$ cat src/rtl/apb_master.sv
// APB initiator: turns a valid/ready command port into APB SETUP/ACCESS phases
// and returns read data or a timeout error on a one-cycle response strobe.
module apb_master #(
    parameter int unsigned ADDR_WIDTH = 32,
    parameter int unsigned DATA_WIDTH = 32,
    parameter int unsigned TIMEOUT    = 16
) (
    input  logic                  PCLK,
    input  logic                  PRESET,
    input  logic                  cmd_valid,
    output logic                  cmd_ready,
    input  logic                  cmd_write,
    input  logic [ADDR_WIDTH-1:0] cmd_addr,
    input  logic [DATA_WIDTH-1:0] cmd_wdata,
    output logic                  rsp_valid,
    output logic [DATA_WIDTH-1:0] rsp_rdata,
    output logic                  rsp_err,
    output logic [ADDR_WIDTH-1:0] PADDR,
    output logic                  PWRITE,
    output logic [DATA_WIDTH-1:0] PWDATA,
    output logic                  PSELx,
    output logic                  PENABLE,
    input  logic                  PREADY,
    input  logic [DATA_WIDTH-1:0] PRDATA
);

    // Counter must be able to hold TIMEOUT itself; with TIMEOUT=0 it just wraps.
    localparam int unsigned CNT_W = (TIMEOUT > 0) ? $clog2(TIMEOUT + 1) : 1;
    localparam logic [CNT_W-1:0] TO_LAST = CNT_W'((TIMEOUT == 0) ? 0 : TIMEOUT - 1);

    typedef enum logic [1:0] {
        S_IDLE,
        S_SETUP,
        S_ACCESS
    } state_t;

    state_t                  state, state_nx;
    logic [CNT_W-1:0]        wait_cnt, cnt_nx;
    logic [ADDR_WIDTH-1:0]   addr_nx;
    logic [DATA_WIDTH-1:0]   wdata_nx, rdata_nx;
    logic                    write_nx, sel_nx, en_nx, rsp_valid_nx, rsp_err_nx;

    assign cmd_ready = (state == S_IDLE);

    always_comb begin
        // NOTE: every signal gets a default first so no path through the case infers a latch.
        state_nx     = state;
        cnt_nx       = wait_cnt;
        addr_nx      = PADDR;
        write_nx     = PWRITE;
        wdata_nx     = PWDATA;
        sel_nx       = 1'b0;
        en_nx        = 1'b0;
        rsp_valid_nx = 1'b0;
        rsp_err_nx   = 1'b0;
        rdata_nx     = '0;

        unique case (state)
            S_IDLE: begin
                if (cmd_valid) begin
                    addr_nx  = cmd_addr;
                    write_nx = cmd_write;
                    wdata_nx = cmd_wdata;
                    cnt_nx   = '0;
                    sel_nx   = 1'b1;
                    state_nx = S_SETUP;
                end
            end
            S_SETUP: begin
                sel_nx   = 1'b1;
                en_nx    = 1'b1;
                state_nx = S_ACCESS;
            end
            S_ACCESS: begin
                if (PREADY) begin
                    rsp_valid_nx = 1'b1;
                    rdata_nx     = PWRITE ? '0 : PRDATA;
                    state_nx     = S_IDLE;
                end else begin
                    cnt_nx = wait_cnt + 1'b1;
                    // wait_cnt holds the number of low samples before this one.
                    if (TIMEOUT != 0 && wait_cnt == TO_LAST) begin
                        rsp_valid_nx = 1'b1;
                        rsp_err_nx   = 1'b1;
                        state_nx     = S_IDLE;
                    end else begin
                        sel_nx = 1'b1;
                        en_nx  = 1'b1;
                    end
                end
            end
            default: state_nx = S_IDLE;
        endcase
    end

    always_ff @(posedge PCLK) begin
        // NOTE: sequential state uses non-blocking assignments so all flops update together.
        if (PRESET) begin
            state     <= S_IDLE;
            wait_cnt  <= '0;
            PADDR     <= '0;
            PWRITE    <= 1'b0;
            PWDATA    <= '0;
            PSELx     <= 1'b0;
            PENABLE   <= 1'b0;
            rsp_valid <= 1'b0;
            rsp_err   <= 1'b0;
            rsp_rdata <= '0;
        end else begin
            state     <= state_nx;
            wait_cnt  <= cnt_nx;
            PADDR     <= addr_nx;
            PWRITE    <= write_nx;
            PWDATA    <= wdata_nx;
            PSELx     <= sel_nx;
            PENABLE   <= en_nx;
            rsp_valid <= rsp_valid_nx;
            rsp_err   <= rsp_err_nx;
            rsp_rdata <= rdata_nx;
        end
    end

endmodule

$ cat config.mk
export PLATFORM = sky130hd
export DESIGN_NAME = apb_master
export DESIGN_NICKNAME = d
export VERILOG_FILES = /design/src/rtl/apb_master.sv
export SDC_FILE = /design/constraint.sdc
export NUM_CORES = 1
export LEC_CHECK = 0
export ABC_AREA = 0
export BUFFER_PORTS_ARGS = -buffer_cell sky130_fd_sc_hd__buf_2
export CAP_MARGIN = 20
export CORE_MARGIN = 5
export CORE_UTILIZATION = 38
export DETAILED_ROUTE_END_ITERATION = 8
export PLACE_DENSITY = 0.7
export SLEW_MARGIN = 20
export SYNTH_ARGS = -nofsm -noshare
export SYNTH_HDL_FRONTEND = slang
export SYNTH_SLANG_ARGS = --single-unit
$ cat constraint.sdc
create_clock -name PCLK -period 3.73 [get_ports PCLK]
set_input_delay 0.746 -clock PCLK [delete_from_list [all_inputs] [get_ports PCLK]]
set_output_delay 0.746 -clock PCLK [all_outputs]
set_load 0.05 [all_outputs]
==> flow_metrics.env, run 1 <==
export IMPL_outcome="complete, no violations"
export IMPL_vias=3309
export IMPL_grt_overflow_total=0
export IMPL_worst_setup_path_type="register to output pin"
export IMPL_rows=36
export IMPL_grt_pass1_wl_mm=14.7
export IMPL_drt_pass1_iter_count=4
export IMPL_slowest_stage="dfxtp_1"
export IMPL_globalplace_congestion=0.720
export IMPL_slew_headroom_pct=40.0
export IMPL_ys_warn_count=0
export IMPL_yosysSeqAreaShare_pct=58.5
export IMPL_postCtsHoldBufs=0
export IMPL_wl_per_cell_um=13.4
export IMPL_tightest_slew_ns=0.898
export IMPL_setup_viol=0
export IMPL_die_w_um=109
export IMPL_start_util_pct=38.3
export IMPL_grt_max_degree=77
export IMPL_nFillCells=975
export IMPL_clk_latency_ns=0.36
export IMPL_p_leak_nw=2.41
export IMPL_path_clk_slew_ns=0.10
export IMPL_routed_wirelength_mm=9.92
export IMPL_nets=709
export IMPL_mostFrequentLayoutCells="buf_2 (202), nand2_1 (130), dfxtp_1 (108)"
export IMPL_path_cells="inv_1 -> ha_1 -> buf_2"
export IMPL_viasPerCell=4.48
export IMPL_critPathCaptureType="output pin"
export IMPL_core_area_um2=9640
export IMPL_cts_setup_buffers=0
export IMPL_path_max_fanout=7
export IMPL_io_buffers=202
export IMPL_antenna_found_initial=0
export IMPL_path_delay_family="buffers and inverters"
export IMPL_ir_worst_vdd_mv=0.328
export IMPL_synthAdderAreaFrac_pct=2.37
export IMPL_ys_types=32
export IMPL_final_common_cell="buf_2"
export IMPL_clkSinkCount=108
export IMPL_ioPinCount=203
export IMPL_syn2layout_area_growth_pct=34.0
export IMPL_syn_avg_cell_area_um2=8.95
export IMPL_fin_util_pct=51.4
export IMPL_htreeDepth=3
export IMPL_drtIter0Drc=125
export IMPL_rsz0062_at_grt="false"
export IMPL_cts_made_buffers=9
export IMPL_hold_violations=0
export IMPL_fmax_ghz=0.449
export IMPL_ys_ff_latch=108
export IMPL_drv_cap=0
export IMPL_hpwlAfterDp_mm=7.30
export IMPL_grt_pass1_vias=3027
export IMPL_cts_buffer_depth=2
export IMPL_track_usage_pct=15.7
export IMPL_powerDensity_nw_per_um2=526
export IMPL_drv_slew=0
export IMPL_syn_num_nets=521
export IMPL_synth_top_family_by_area="simple AND/OR/NAND/NOR gates"
export IMPL_drive_gt1_share_pct=37.1
export IMPL_postRouteAntennaNets=0
export IMPL_slowest_delay_ns=0.36
export IMPL_synthMuxAreaShare_pct=0.542
export IMPL_cp_arrival_ns=1.48
export IMPL_worstPathRequired_ns=2.98
export IMPL_synthSimpleGateAreaFrac_pct=24.5
export IMPL_fp_dieH_um=109
export IMPL_period_share_pct=59.8
export IMPL_insertedDiodeCount=0
export IMPL_cts_root_buf="clkbuf_8"
export IMPL_cts_tree="yes"
export IMPL_crit_buf_inv=2
export IMPL_fin_setup_tns_ns=0
export IMPL_start_kind="register"
export IMPL_dieArea_um2=11800
export IMPL_route_detailed_drc=0
export IMPL_synthCells=413
export IMPL_cts_resized=0
export IMPL_holdCritPathClass="register to register"
export IMPL_synth_xor_xnor_area_share_pct=0
export IMPL_skew_ns=0.0209
export IMPL_synth_compound_area_share_pct=10.6
export IMPL_netlist_area_um2=3690
export IMPL_period_needed_ns=2.23
-- worst min-delay path: stages, from the launching register on --
cell and delay [ns]:
dfxtp_1 0.32, nand2_1 0.05, a21oi_1 0.05
-- final cells by class --
type / count / area (um^2) / share of cell area [%]
Clock buffer: 10 / 128 / 2.58
Clock inverter: 6 / 48.8 / 0.985
Inverter: 3 / 11.3 / 0.227
Multi-Input combinational cell: 276 / 1420 / 28.6
Sequential cell: 108 / 2160 / 43.7
Tap cell: 133 / 166 / 3.36
Timing Repair Buffer: 203 / 1020 / 20.6
-- routing by layer --
layer / GRT usage [%] / vias to the layer above / share of wire (%)
met5: 0 / - / 0
met4: 5.14 / 0 / 1.0
met3: 3.64 / 8 / 5.5
met2: 27.4 / 91 / 53
met1: 18.9 / 1507 / 40
li1: - / 1703 / -
-- cells by family (layout without fill, tap and decap cells) --
family / count (synthesis) / after routing
AOI/OAI and AO/OA: 76 / 76
and+or+nand+nor: 191 / 191
buffers and inverters: 29 / 222
DFF: 108 / 108
adders and majority gates: 7 / 7
muxes: 2 / 2
-- stage by stage --
| step | hold slack [ns] | area (um^2) | power, mW | instances | setup slack, ns |
|---|---|---|---|---|---|
| 5_1_grt | 0.473 | 4950 | 2.73 | 739 | 1.37 |
| 4_1_cts | 0.457 | 4950 | 2.63 | 739 | 1.49 |
| 3_5_place_dp | 0.443 | 4770 | 1.98 | 723 | 1.43 |
| 2_1_floorplan | 0.444 | 3690 | 1.80 | 413 | 1.90 |
| 6_report | 0.455 | 4950 | 2.60 | 739 | 1.50 |
| 3_3_place_gp | 0.438 | 4760 | 1.96 | 723 | 1.36 |
-- path summary, 6_finish.rpt --
kind / slack [ns] / endpoint / start / depth (start not counted)
max: 1.50 / cmd_ready / state[0] / 3
min: 0.46 / PWDATA[13] / PWDATA[13] / 2
max reg2reg: 1.67 / rsp_rdata[13] / state[0] / 5
min reg2reg: 0.46 / PWDATA[13] / PWDATA[13] / 2
-- state kept, by name (all words and copies together), names as in the netlist --
register and count:
rsp_err 1, state 2, PWDATA 32, wait_cnt 5, rsp_valid 1, PENABLE 1, rsp_rdata 32, PADDR 32
PSELx 1, PWRITE 1
-- where the power goes --
part           internal, mW  switching [mW]
logic                 0.170           0.502
clock network         0.251           0.407
registers              1.23          0.0400
total                  1.66           0.948
-- cells in the mapped netlist --
cell      instances  area (um^2)
a211oi_1          1         7.51
a21oi_1          70          350
and2_0            1         6.26
and2_1           32          200
and2_2            1         7.51
and3_1            1         6.26
buf_1             3         11.3
buf_2             8         40.0
buf_6             1         11.3
clkbuf_1         11         41.3
clkbuf_2          3         15.0
dfxtp_1         108         2160
ha_1              7         87.6
inv_1             3         11.3
mux2i_1           2         20.0
nand2_1         131          492
nand2b_1          1         6.26
nand3_1           3         15.0
nand3b_1          3         22.5
nand4b_1          1         8.76
nor2_1            4         15.0
nor2b_4           1         13.8
nor3b_1           3         22.5
nor3b_2           1         12.5
nor4_1            1         6.26
nor4b_2           1         15.0
o21ai_0           2         10.0
o31ai_1           3         22.5
or2b_2            1         8.76
or3b_1            2         17.5
or3b_2            1         8.76
or4b_1            2         20.0
(Power assumes the default switching activity.)
==> run 2: changes to the inputs <==
--- a/config.mk
+++ b/config.mk
@@ -11,7 +11,7 @@
 export CORE_MARGIN = 5
 export CORE_UTILIZATION = 38
 export DETAILED_ROUTE_END_ITERATION = 8
-export PLACE_DENSITY = 0.7
+export PLACE_DENSITY = 0.73
 export SLEW_MARGIN = 20
 export SYNTH_ARGS = -nofsm -noshare
 export SYNTH_HDL_FRONTEND = slang
==> constraint.sdc (replaced) <==
create_clock -name PCLK -period 1.86 [get_ports PCLK]
set_input_delay 0.372 -clock PCLK [delete_from_list [all_inputs] [get_ports PCLK]]
set_output_delay 0.372 -clock PCLK [all_outputs]
set_load 0.05 [all_outputs]
==> flow_metrics.env, run 2 (same netlist as run 1, synthesis figures left out) <==
export IMPL_start_util_pct=38.3
export IMPL_period_share_pct=95.4
export IMPL_insertedDiodeCount=0
export IMPL_ir_worst_vdd_mv=0.511
export IMPL_clk_latency_ns=0.36
export IMPL_drtIter0Drc=198
export IMPL_worst_setup_path_type="register to register"
export IMPL_die_w_um=109
export IMPL_setup_viol=0
export IMPL_cts_root_buf="clkbuf_8"
export IMPL_skew_ns=0.0105
export IMPL_hpwlAfterDp_mm=6.91
export IMPL_cts_buffer_depth=2
export IMPL_top_regs="PADDR (32), PWDATA (32), rsp_rdata (32)"
export IMPL_path_clk_slew_ns=0.10
export IMPL_fin_util_pct=52.2
export IMPL_grt_max_degree=67
export IMPL_postCtsHoldBufs=0
export IMPL_slew_headroom_pct=75.3
export IMPL_postRouteAntennaNets=0
export IMPL_drt_pass1_iter_count=4
export IMPL_wl_per_cell_um=12.5
export IMPL_cts_made_buffers=9
export IMPL_worstPathRequired_ns=2.15
export IMPL_rsz0062_at_grt="false"
export IMPL_fmax_ghz=0.564
export IMPL_outcome="complete, no violations"
export IMPL_ioPinCount=203
export IMPL_viasPerCell=4.54
export IMPL_hold_violations=0
export IMPL_fin_setup_tns_ns=0
export IMPL_holdCritPathClass="primary input to register"
export IMPL_cp_arrival_ns=2.06
export IMPL_mostFrequentLayoutCells="buf_2 (201), nand2_1 (130), dfxtp_1 (108)"
export IMPL_route_detailed_drc=0
export IMPL_cts_tree="yes"
export IMPL_grt_overflow_total=0
export IMPL_fin_area_um2=5030
export IMPL_globalplace_congestion=0.735
export IMPL_powerDensity_nw_per_um2=1070
export IMPL_io_buffers=202
export IMPL_dieArea_um2=11800
export IMPL_vias=3373
export IMPL_hold_worst_slack_ns=0.197
export IMPL_drv_cap=0
export IMPL_core_area_um2=9640
export IMPL_period_needed_ns=1.77
export IMPL_tightest_slew_ns=0.370
export IMPL_p_leak_nw=2.46
export IMPL_track_usage_pct=15.2
export IMPL_rows=36
export IMPL_path_max_fanout=9
export IMPL_start_kind="register"
export IMPL_fp_dieH_um=109
export IMPL_placed_area_um2=4820
export IMPL_grt_pass1_vias=3202
export IMPL_grt_pass1_wl_mm=14.2
export IMPL_htreeDepth=3
export IMPL_syn2layout_area_growth_pct=36.3
export IMPL_critPathCaptureType="register"
export IMPL_routed_wirelength_mm=9.26
export IMPL_final_common_cell="buf_2"
export IMPL_nets=713
export IMPL_drv_slew=0
export IMPL_antenna_found_initial=0
export IMPL_drive_gt1_share_pct=38.0
export IMPL_clkSinkCount=108
## run 2: cell count changes in the layout (fill, tap and decap cells not counted), sizes merged
cell	before	now
bufinv	0	1
clkinv	2	3
buf	203	206
inv	5	6
clkinvlp	2	0
## run 2: worst paths after layout
kind	start	to	slack (ns)	cells past startpoint
worst max-delay path	state[0]	wait_cnt[3]	0.09	5
worst min-delay path	PRDATA[23]	rsp_rdata[23]	0.20	2
worst max register to register	state[0]	wait_cnt[3]	0.09	5
worst min register to register	PWDATA[21]	PWDATA[21]	0.45	2
## run 2: worst max-delay path: stages, from the launching register on
cell	delay (ns)
dfxtp_1	0.40
inv_1	0.11
ha_1	0.31
and2_0	0.26
nor4_1	0.38
mux2i_1	0.26
## run 2: cell type report
cell class	count	area, um^2
sequential	108	2160
fill	921	4600
multi-input combinational	276	1410
inverter	3	11.3
timing repair buffer	207	1080
tap	133	166
clock buffer	9	124
clock inverter	7	82.6
## run 2: where the power goes
group          switching (mW)  internal, mW  total [mW]
logic                    1.01         0.375        1.39
clock network           0.789         0.644        1.43
registers              0.0757          2.48        2.55
total                    1.88          3.49        5.37
## run 2: stage by stage
stage                     setup WS (ns)  total power, mW  cells
final                            0.0856             5.37    743
after global routing             0.0163             5.67    743
after CTS                        0.0239             5.44    743
after detailed placement          0.150             3.99    727
after global placement            0.199             3.96    727
after floorplan                  0.0307             3.61    413
## run 2: routing by layer
| layer | share of wire, % | global-route usage, % |
|---|---|---|
| met5 | 0 | 0 |
| met4 | 2.4 | 6.94 |
| met3 | 9.0 | 5.61 |
| met2 | 51 | 26.6 |
| met1 | 37 | 16.1 |
## run 2: timing repair
item,in CTS,in global routing
resized for setup,0,3
buffers inserted,0,0
setup endpoints to repair,0,2
